==> config.mk <==
export PLATFORM = sky130hd
export DESIGN_NAME = sobel_result_framer
export DESIGN_NICKNAME = d
export VERILOG_FILES = /design/src/rtl/sobel_result_framer.sv
export SDC_FILE = /design/constraint.sdc
export NUM_CORES = 1
export LEC_CHECK = 0
export ABC_AREA = 1
export BUFFER_PORTS_ARGS = -buffer_cell sky130_fd_sc_hd__buf_2
export CORE_UTILIZATION = 54
export DETAILED_ROUTE_END_ITERATION = 10
export PLACE_DENSITY_LB_ADDON = 0.2
export SLEW_MARGIN = 20
export SYNTH_ARGS = -nofsm -noshare
export SYNTH_HDL_FRONTEND = slang
export SYNTH_SLANG_ARGS = --single-unit
==> constraint.sdc <==
create_clock -name clk_a -period 5.93 [get_ports clk_a]
set_input_delay 0.2965 -clock clk_a [delete_from_list [all_inputs] [get_ports clk_a]]
set_output_delay 0.2965 -clock clk_a [all_outputs]
set_load 0.005 [all_outputs]
==> src/rtl/sobel_result_framer.sv <==
// Output framer for the Sobel pipeline: buffers filtered pixels in a FIFO and transmits
// a 4-byte little-endian width/height header followed by width*height pixel bytes.
module sobel_result_framer #(
  parameter int unsigned DataBits  = 8,
  parameter int unsigned FifoDepth = 16
) (
  input  logic                clk_a,
  input  logic                rst,
  input  logic                start_i,
  input  logic [15:0]         width_i,
  input  logic [15:0]         height_i,
  input  logic [DataBits-1:0] pix_data_i,
  input  logic                pix_valid_i,
  input  logic                tx_ready_i,
  output logic [DataBits-1:0] tx_data_o,
  output logic                tx_valid_o,
  output logic                busy_o,
  output logic                overflow_o,
  output logic                done_o
);

  localparam int unsigned AddrW = $clog2(FifoDepth);

  typedef enum logic [1:0] {StIdle, StHdr, StPix, StFin} state_e;

  state_e              state_q, state_d;
  logic [15:0]         w_q, w_d, h_q, h_d;
  logic [31:0]         total_q, total_d, sent_q, sent_d, cap_q, cap_d;
  logic [1:0]          idx_q, idx_d;
  logic [DataBits-1:0] tx_data_q, tx_data_d;
  logic                tx_valid_q, tx_valid_d;
  logic                overflow_q, overflow_d;
  logic                busy_q, done_q;
  logic [AddrW:0]      wr_ptr_q, wr_ptr_d, rd_ptr_q, rd_ptr_d;
  logic [DataBits-1:0] mem_q [FifoDepth];

  logic fifo_empty, fifo_full, xfer, last_xfer, pop, capture, push;

  assign fifo_empty = (wr_ptr_q == rd_ptr_q);
  assign fifo_full  = (wr_ptr_q[AddrW] != rd_ptr_q[AddrW]) &&
                      (wr_ptr_q[AddrW-1:0] == rd_ptr_q[AddrW-1:0]);
  assign xfer       = tx_valid_q && tx_ready_i;
  assign last_xfer  = xfer && ((sent_q + 32'd1) == total_q);
  // Refill the output register whenever it is free or being emptied, except after the final byte.
  assign pop        = (state_q == StPix) && !fifo_empty && (!tx_valid_q || xfer) && !last_xfer;
  assign capture    = ((state_q == StHdr) || (state_q == StPix)) && pix_valid_i &&
                      (cap_q < total_q);
  assign push       = capture && (!fifo_full || pop);

  always_comb begin
    state_d    = state_q;
    w_d        = w_q;
    h_d        = h_q;
    total_d    = total_q;
    sent_d     = sent_q;
    idx_d      = idx_q;
    tx_data_d  = tx_data_q;
    tx_valid_d = tx_valid_q;
    rd_ptr_d   = rd_ptr_q;
    wr_ptr_d   = wr_ptr_q + (AddrW + 1)'(push);
    cap_d      = cap_q + 32'(push);
    overflow_d = overflow_q | (capture && !push);

    unique case (state_q)
      StIdle: begin
        if (start_i) begin
          w_d        = width_i;
          h_d        = height_i;
          total_d    = 32'(width_i) * 32'(height_i);
          sent_d     = '0;
          cap_d      = '0;
          idx_d      = '0;
          wr_ptr_d   = '0;
          rd_ptr_d   = '0;
          overflow_d = 1'b0;
          tx_data_d  = DataBits'(width_i[7:0]);
          tx_valid_d = 1'b1;
          state_d    = StHdr;
        end
      end
      StHdr: begin
        if (xfer) begin
          idx_d = idx_q + 2'd1;
          unique case (idx_q)
            2'd0: tx_data_d = DataBits'(w_q[15:8]);
            2'd1: tx_data_d = DataBits'(h_q[7:0]);
            2'd2: tx_data_d = DataBits'(h_q[15:8]);
            2'd3: begin
              tx_valid_d = 1'b0;
              state_d    = (total_q == 32'd0) ? StFin : StPix;
            end
          endcase
        end
      end
      StPix: begin
        if (xfer) begin
          sent_d     = sent_q + 32'd1;
          tx_valid_d = 1'b0;
          if (last_xfer) state_d = StFin;
        end
        if (pop) begin
          tx_data_d  = mem_q[rd_ptr_q[AddrW-1:0]];
          tx_valid_d = 1'b1;
          rd_ptr_d   = rd_ptr_q + (AddrW + 1)'(1);
        end
      end
      StFin: begin
        state_d = StIdle;
      end
    endcase
  end

  always_ff @(posedge clk_a) begin
    if (push) mem_q[wr_ptr_q[AddrW-1:0]] <= pix_data_i;
  end

  always_ff @(posedge clk_a) begin
    if (rst) begin
      state_q    <= StIdle;
      w_q        <= '0;
      h_q        <= '0;
      total_q    <= '0;
      sent_q     <= '0;
      cap_q      <= '0;
      idx_q      <= '0;
      tx_data_q  <= '0;
      tx_valid_q <= 1'b0;
      overflow_q <= 1'b0;
      busy_q     <= 1'b0;
      done_q     <= 1'b0;
      wr_ptr_q   <= '0;
      rd_ptr_q   <= '0;
    end else begin
      state_q    <= state_d;
      w_q        <= w_d;
      h_q        <= h_d;
      total_q    <= total_d;
      sent_q     <= sent_d;
      cap_q      <= cap_d;
      idx_q      <= idx_d;
      tx_data_q  <= tx_data_d;
      tx_valid_q <= tx_valid_d;
      overflow_q <= overflow_d;
      busy_q     <= (state_d != StIdle);
      done_q     <= (state_d == StFin);
      wr_ptr_q   <= wr_ptr_d;
      rd_ptr_q   <= rd_ptr_d;
    end
  end

  assign tx_data_o  = tx_data_q;
  assign tx_valid_o = tx_valid_q;
  assign busy_o     = busy_q;
  assign overflow_o = overflow_q;
  assign done_o     = done_q;

endmodule

Word level (Yosys, flattened, before mapping)
Memories as Yosys holds them, arrays and structs flattened. A register that Yosys moved wholly into a read port is not among the register bits.
Index checks and enable logic that the tools add are counted.
- $add $sub $neg: 5
- $mul: 1
- magnitude comparators: 1
- equal/unequal tests: 18
- mux-type cells: 37
- bitwise operators: 1
- reductions and logical operators: 31
- operators by type and width (kind ; number):
    $mux W32 ; 4
    $pmux W32 S2 ; 1
    $pmux W8 S3 ; 2
    $add A32 B1 Y32 ; 1
    $add A32 B1 Y32 const B ; 1
    $eq A32 B32 Y1 ; 1
    $logic_not A32 Y1 ; 1
    $lt A32 B32 Y1 ; 1
    $mul A16 B16 Y32 ; 1
    $mux W8 ; 3
    $mux W5 ; 4
    $mux W2 ; 7
    $eq A2 B2 Y1 const B ; 5
    $logic_and A1 B1 Y1 ; 10
    $mux W1 ; 10
    $pmux W5 S2 ; 1
    $reduce_and A5 Y1 ; 2
    $reduce_and A3 Y1 ; 3
    $mux W4 ; 2
    $ne A2 B2 Y1 const B ; 4
    $pmux W2 S4 ; 1
    $reduce_bool A2 Y1 ; 3
    $add A5 B1 Y5 ; 1
    $add A5 B1 Y5 const B ; 1
    other kinds (16) ; 24
- flip-flop bits (word level): 154
- memory bits (writable): 128
- input bits: 45
- memories kept: 1
- memories (name ; words ; width ; rd ports ; clocked after Yosys merged registers in ; wr ports ; line ; RTL):
    mem_q ; 16 ; 8 ; 1 ; 1 ; 1 ; 35 ; logic [DataBits-1:0] mem_q [FifoDepth];

Longest topological paths before layout
- depth after elaboration: 12
- gate-level depth with buffers: 33
- gate-level depth less buffers: 33

Least setup slack after synthesis
OpenSTA, ideal clock, no wires.
- path kind: input-to-reg
- start point: input width_i[10]
- end point: register total_q[29]
- setup time: 58 ps
- data arrival time: 5749 ps
- slack: 123 ps
- cell stages on the path: 26
- path buffers: 2
- cells stage by stage: clkbuf_1 > clkbuf_1 > nand2_1 > fa_1 > fa_1 > fa_1 > fa_1 > inv_1 > fa_1 > inv_1 > fa_1 > inv_1 > ha_1 > nand2_1 > inv_1 > a21oi_1 > o21ai_0 > nand2_1 > nand3_1 > nand2_1 > nand2_1 > a21o_1 > or2_2 > nand3_1 > o211ai_1 > inv_1
- cells in the longest elaborated chain, start to end: 1
- RTL lines (what ; line ; RTL):
    from (decl) ; 10 ; input logic [15:0] width_i,
    $mul A16 B16 Y32 ; 69 ; total_d = 32'(width_i) * 32'(height_i);
    to (signal assigned) ; 137 ; total_q <= total_d;
    to (decl) ; 28 ; logic [31:0] total_q, total_d, sent_q, sent_d, cap_q, cap_d;
No other way between the ends.
A chain may end at the register's enable or synchronous reset.

Worst setup path after layout
- start point: input width_i[11]
- end point: register total_q[29]
Same word-level chain as after synthesis.

==> run_results.csv <==
group,metric,value,unit
hold_path,holdCritStartpoint,"start_i",
die,die_area,42400,um2
power_and_ir_drop,p_int,6.09,mW
logic_synthesis,synth-main-ff-cell,"dfxtp_1",
clocking,cts_inserted_buffers,27,
logic_synthesis,synth_common_cells,"655 x nand2_1, 561 x inv_1, 230 x nor2_1",
logic_synthesis,synth_edf_count,128,
die,ios,57,
routing,drc,0,
worst_setup_path,critPathArrivalTime,5900,ps
clocking,clk_latency,570,ps
global_route,grt_pass1_vias,18281,
global_route,antenna_found_initial,0,
final_layout,layout.nets,3270,
sta,clock-skew-final,14.4,ps
sta,hold_viol,0,
final_layout,antenna_cells,0,
logic_synthesis,yosysWarnings,0,
worst_setup_path,worstSetupPathType,"in2reg",
final_layout,final_util,59.1,%
routing,wl_per_cell,17.6,um
routing,drt_iter0_drc,1495,
logic_synthesis,postSynthAreaPerCell,7.84,um2
power_and_ir_drop,vdd_drop_max,616,uV
power_and_ir_drop,clkPwrFrac,14.9,%
logic_synthesis,synth_top_area_share,17.3,%
power_and_ir_drop,cellPowerDensity,476,nW/um2
global_route,track_usage,29.1,%
logic_synthesis,syn_inst,2863,
routing,wl_met2,29.3,mm
place,hpwl,46.5,mm
clocking,clockBufferDepth,3,
clocking,htreeDepth,1,
final_layout,area_delta_synth_final,7.85,%
global_route,grt.overflow.total,0,
final_layout,final_cells,3431,
clocking,clkTransAtPathRegs,60,ps
sta,whs,38.0,ps
logic_synthesis,synthArstFlopShare,0,%
worst_setup_path,startpoint_type,"input port",
logic_synthesis,seq_area_frac_synth,30.5,%
flow_run,drv_cap,0,
routing,vias,18846,
routing,via_per_inst,5.49,
hold_path,whs_endpoint,"cap_q[30]",
global_route,grt_pass1_wl,95.8,mm
sta,fmax,186,MHz
final_layout,layout-drive-gt1-share,6.55,%
die,rows,74,
worst_setup_path,end_kind,"flop",
logic_synthesis,synth_most_common_cell,"nand2_1",
routing,antenna_left,0,
place,numPortBuffers,56,
sta,finalMaxSlewViolations,0,
sta,final.min_clock_period,5390,ps
routing,first_pass_iters,6,
clocking,cts.sinks,278,
die,core-area,40900,um2
clocking,cts_resized,0,
worst_setup_path,reg2reg_setup_slack,650,ps
routing,drt-total-wl,60.5,mm
routing,wl_met3,3.38,mm
die,die_h,206,um
clocking,cts_root_buf,"clkbuf_16",
logic_synthesis,yosysTopAreaCell,"fa_1",
power_and_ir_drop,p_sw,5.44,mW
outcome,status,"completed",
routing,wl_met1,25.2,mm
power_and_ir_drop,switching_share,47.2,%
logic_synthesis,syn-cell-area,22400,um2
sta,setup_violations,0,
place,dp_cells,3385,
clocking,post_cts_buffers,0,
worst_setup_path,path_max_fanout,12,
sta,min_period_over_period,90.8,%
logic_synthesis,synth_cell_types,50,
sta,worstMarginPinSlew,1090,ps
place,pre_cts_ws,23.9,ps
worst_setup_path,cp.required,6440,ps
clocking,cts_tree,"yes",
place,place_congestion,1.01,
power_and_ir_drop,seqPwrFrac,18.8,%
routing,highest_layer,"met4",
power_and_ir_drop,pwr-share-comb,66.3,%
worst_setup_path,regToRegStartpoint,"sent_q[0]",
worst_setup_path,r2r_end,"cap_q[26]",
sta,rsz0062_at_grt,"false",
logic_synthesis,synth_fp_nets,3251,
final_layout,fillers,3762,
sta,final.setup.tns,0,ps
hold_path,worstHoldPathType,"in2reg",
logic_synthesis,synth.area.top_cells,"fa_1 17%, edfxtp_1 17%, dfxtp_1 13%",
hold_path,holdPathStages,2,
die,dieWidth,206,um
logic_synthesis,ys_seq_elements,278,
sta,setup_slack,544,ps
power_and_ir_drop,p_leak,11.4,nW
clocking,cts_hold_buf,0,
sta,slew_headroom,26.8,%
global_route,grt_max_degree,66,
worst_setup_path,r2r_cells,31,
die,start_util,54.8,%
## state kept, by name, indices dropped and copies added, names as in the netlist, 5 cells and up, named ones only
| name | flops |
|---|---|
| cap_q | 32 |
| h_q | 16 |
| mem_q | 128 |
| rd_ptr_q | 5 |
| sent_q | 32 |
| total_q | 32 |
| tx_data_o | 8 |
| w_q | 8 |
| wr_ptr_q | 5 |
## logic make-up (layout without fill, tap and decap cells)
logic type               Yosys count  after routing  share of synthesized area [%]
buffers and inverters            690            726                           11.6
adder cells (fa/ha/maj)          343            343                           25.6
XOR/XNOR                          41             41                           1.76
flip-flops                       278            278                           30.5
AND/OR/NAND/NOR                 1111           1111                           20.4
AO/OA/AOI/OAI                    400            400                           10.1
## power by group through the flow
stage               clock network, mW  logic, mW  registers (mW)
floorplan                           0       5.09            2.19
global placement                    0       7.59            2.20
detailed placement                  0       7.64            2.21
CTS                              1.74       7.69            2.16
global route                     1.80       8.67            2.17
finish                           1.72       7.64            2.17
## layout make-up
class / count / area [um2] / area share (%)
inverters: 570 / 2140 / 8.84
clock buffers: 35 / 756 / 3.12
flip-flops and latches: 278 / 6850 / 28.3
repair buffers: 110 / 686 / 2.83
well taps: 532 / 666 / 2.75
multi-input cells: 1895 / 13000 / 53.7
clock inverters: 11 / 104 / 0.429
## placed cells by master (no fill, tap or decap), types with 13 or more instances in the layout
cell / instances
nor3_1: 25
xor2_1: 18
buf_2: 56
nand4_1: 23
o22ai_1: 27
nand3_1: 127
ha_1: 149
nor2_1: 229
o221ai_1: 24
clkbuf_16: 27
o211ai_1: 18
fa_1: 194
inv_1: 559
a21oi_1: 130
a31oi_1: 13
edfxtp_1: 128
xnor2_1: 20
buf_4: 54
nand2_1: 655
o21ai_0: 160
dfxtp_1: 149
## layer usage
metal	track usage [%]	vias to the layer above
li1	-	9039
met1	37.6	9037
met2	49.7	630
met3	2.74	140
met4	12.7	0
met5	0	-
## how the worst max path moves through the flow
| stage | start | end | slack (ps) | cells after the start |
|---|---|---|---|---|
| after floorplan | width_i[10] | total_q[29] | 120 | 26 |
| after global placement | width_i[11] | total_q[29] | 150 | 24 |
| after detailed placement | width_i[11] | total_q[29] | 20 | 24 |
| after CTS | width_i[11] | total_q[29] | 600 | 24 |
| after global routing | sent_q[0] | cap_q[26] | 90 | 32 |
| final | width_i[11] | total_q[29] | 540 | 24 |
## worst max-delay path, stage by stage
cell and delay, ps:
buf_2 230, buf_4 250, nand2_1 100, fa_1 530
fa_1 530, inv_1 60, fa_1 580, fa_1 440
fa_1 500, inv_1 60, fa_1 470, inv_1 40
ha_1 310, a21oi_1 180, o21ai_0 130, a21oi_1 170
nand3_1 170, nand2_1 100, nand2_1 90, a21o_1 180
or2_2 260, nand3_1 70, o211ai_1 80, inv_1 90
## through the flow
stage                     instance area, um2  power (mW)
after floorplan                        22400        7.28
after global placement                 23300        9.79
after detailed placement               23300        9.85
after CTS                              24200        11.6
after global routing                   24200        12.6
final                                  24200        11.5
No activity file was read; power rests on OpenSTA's default activity.
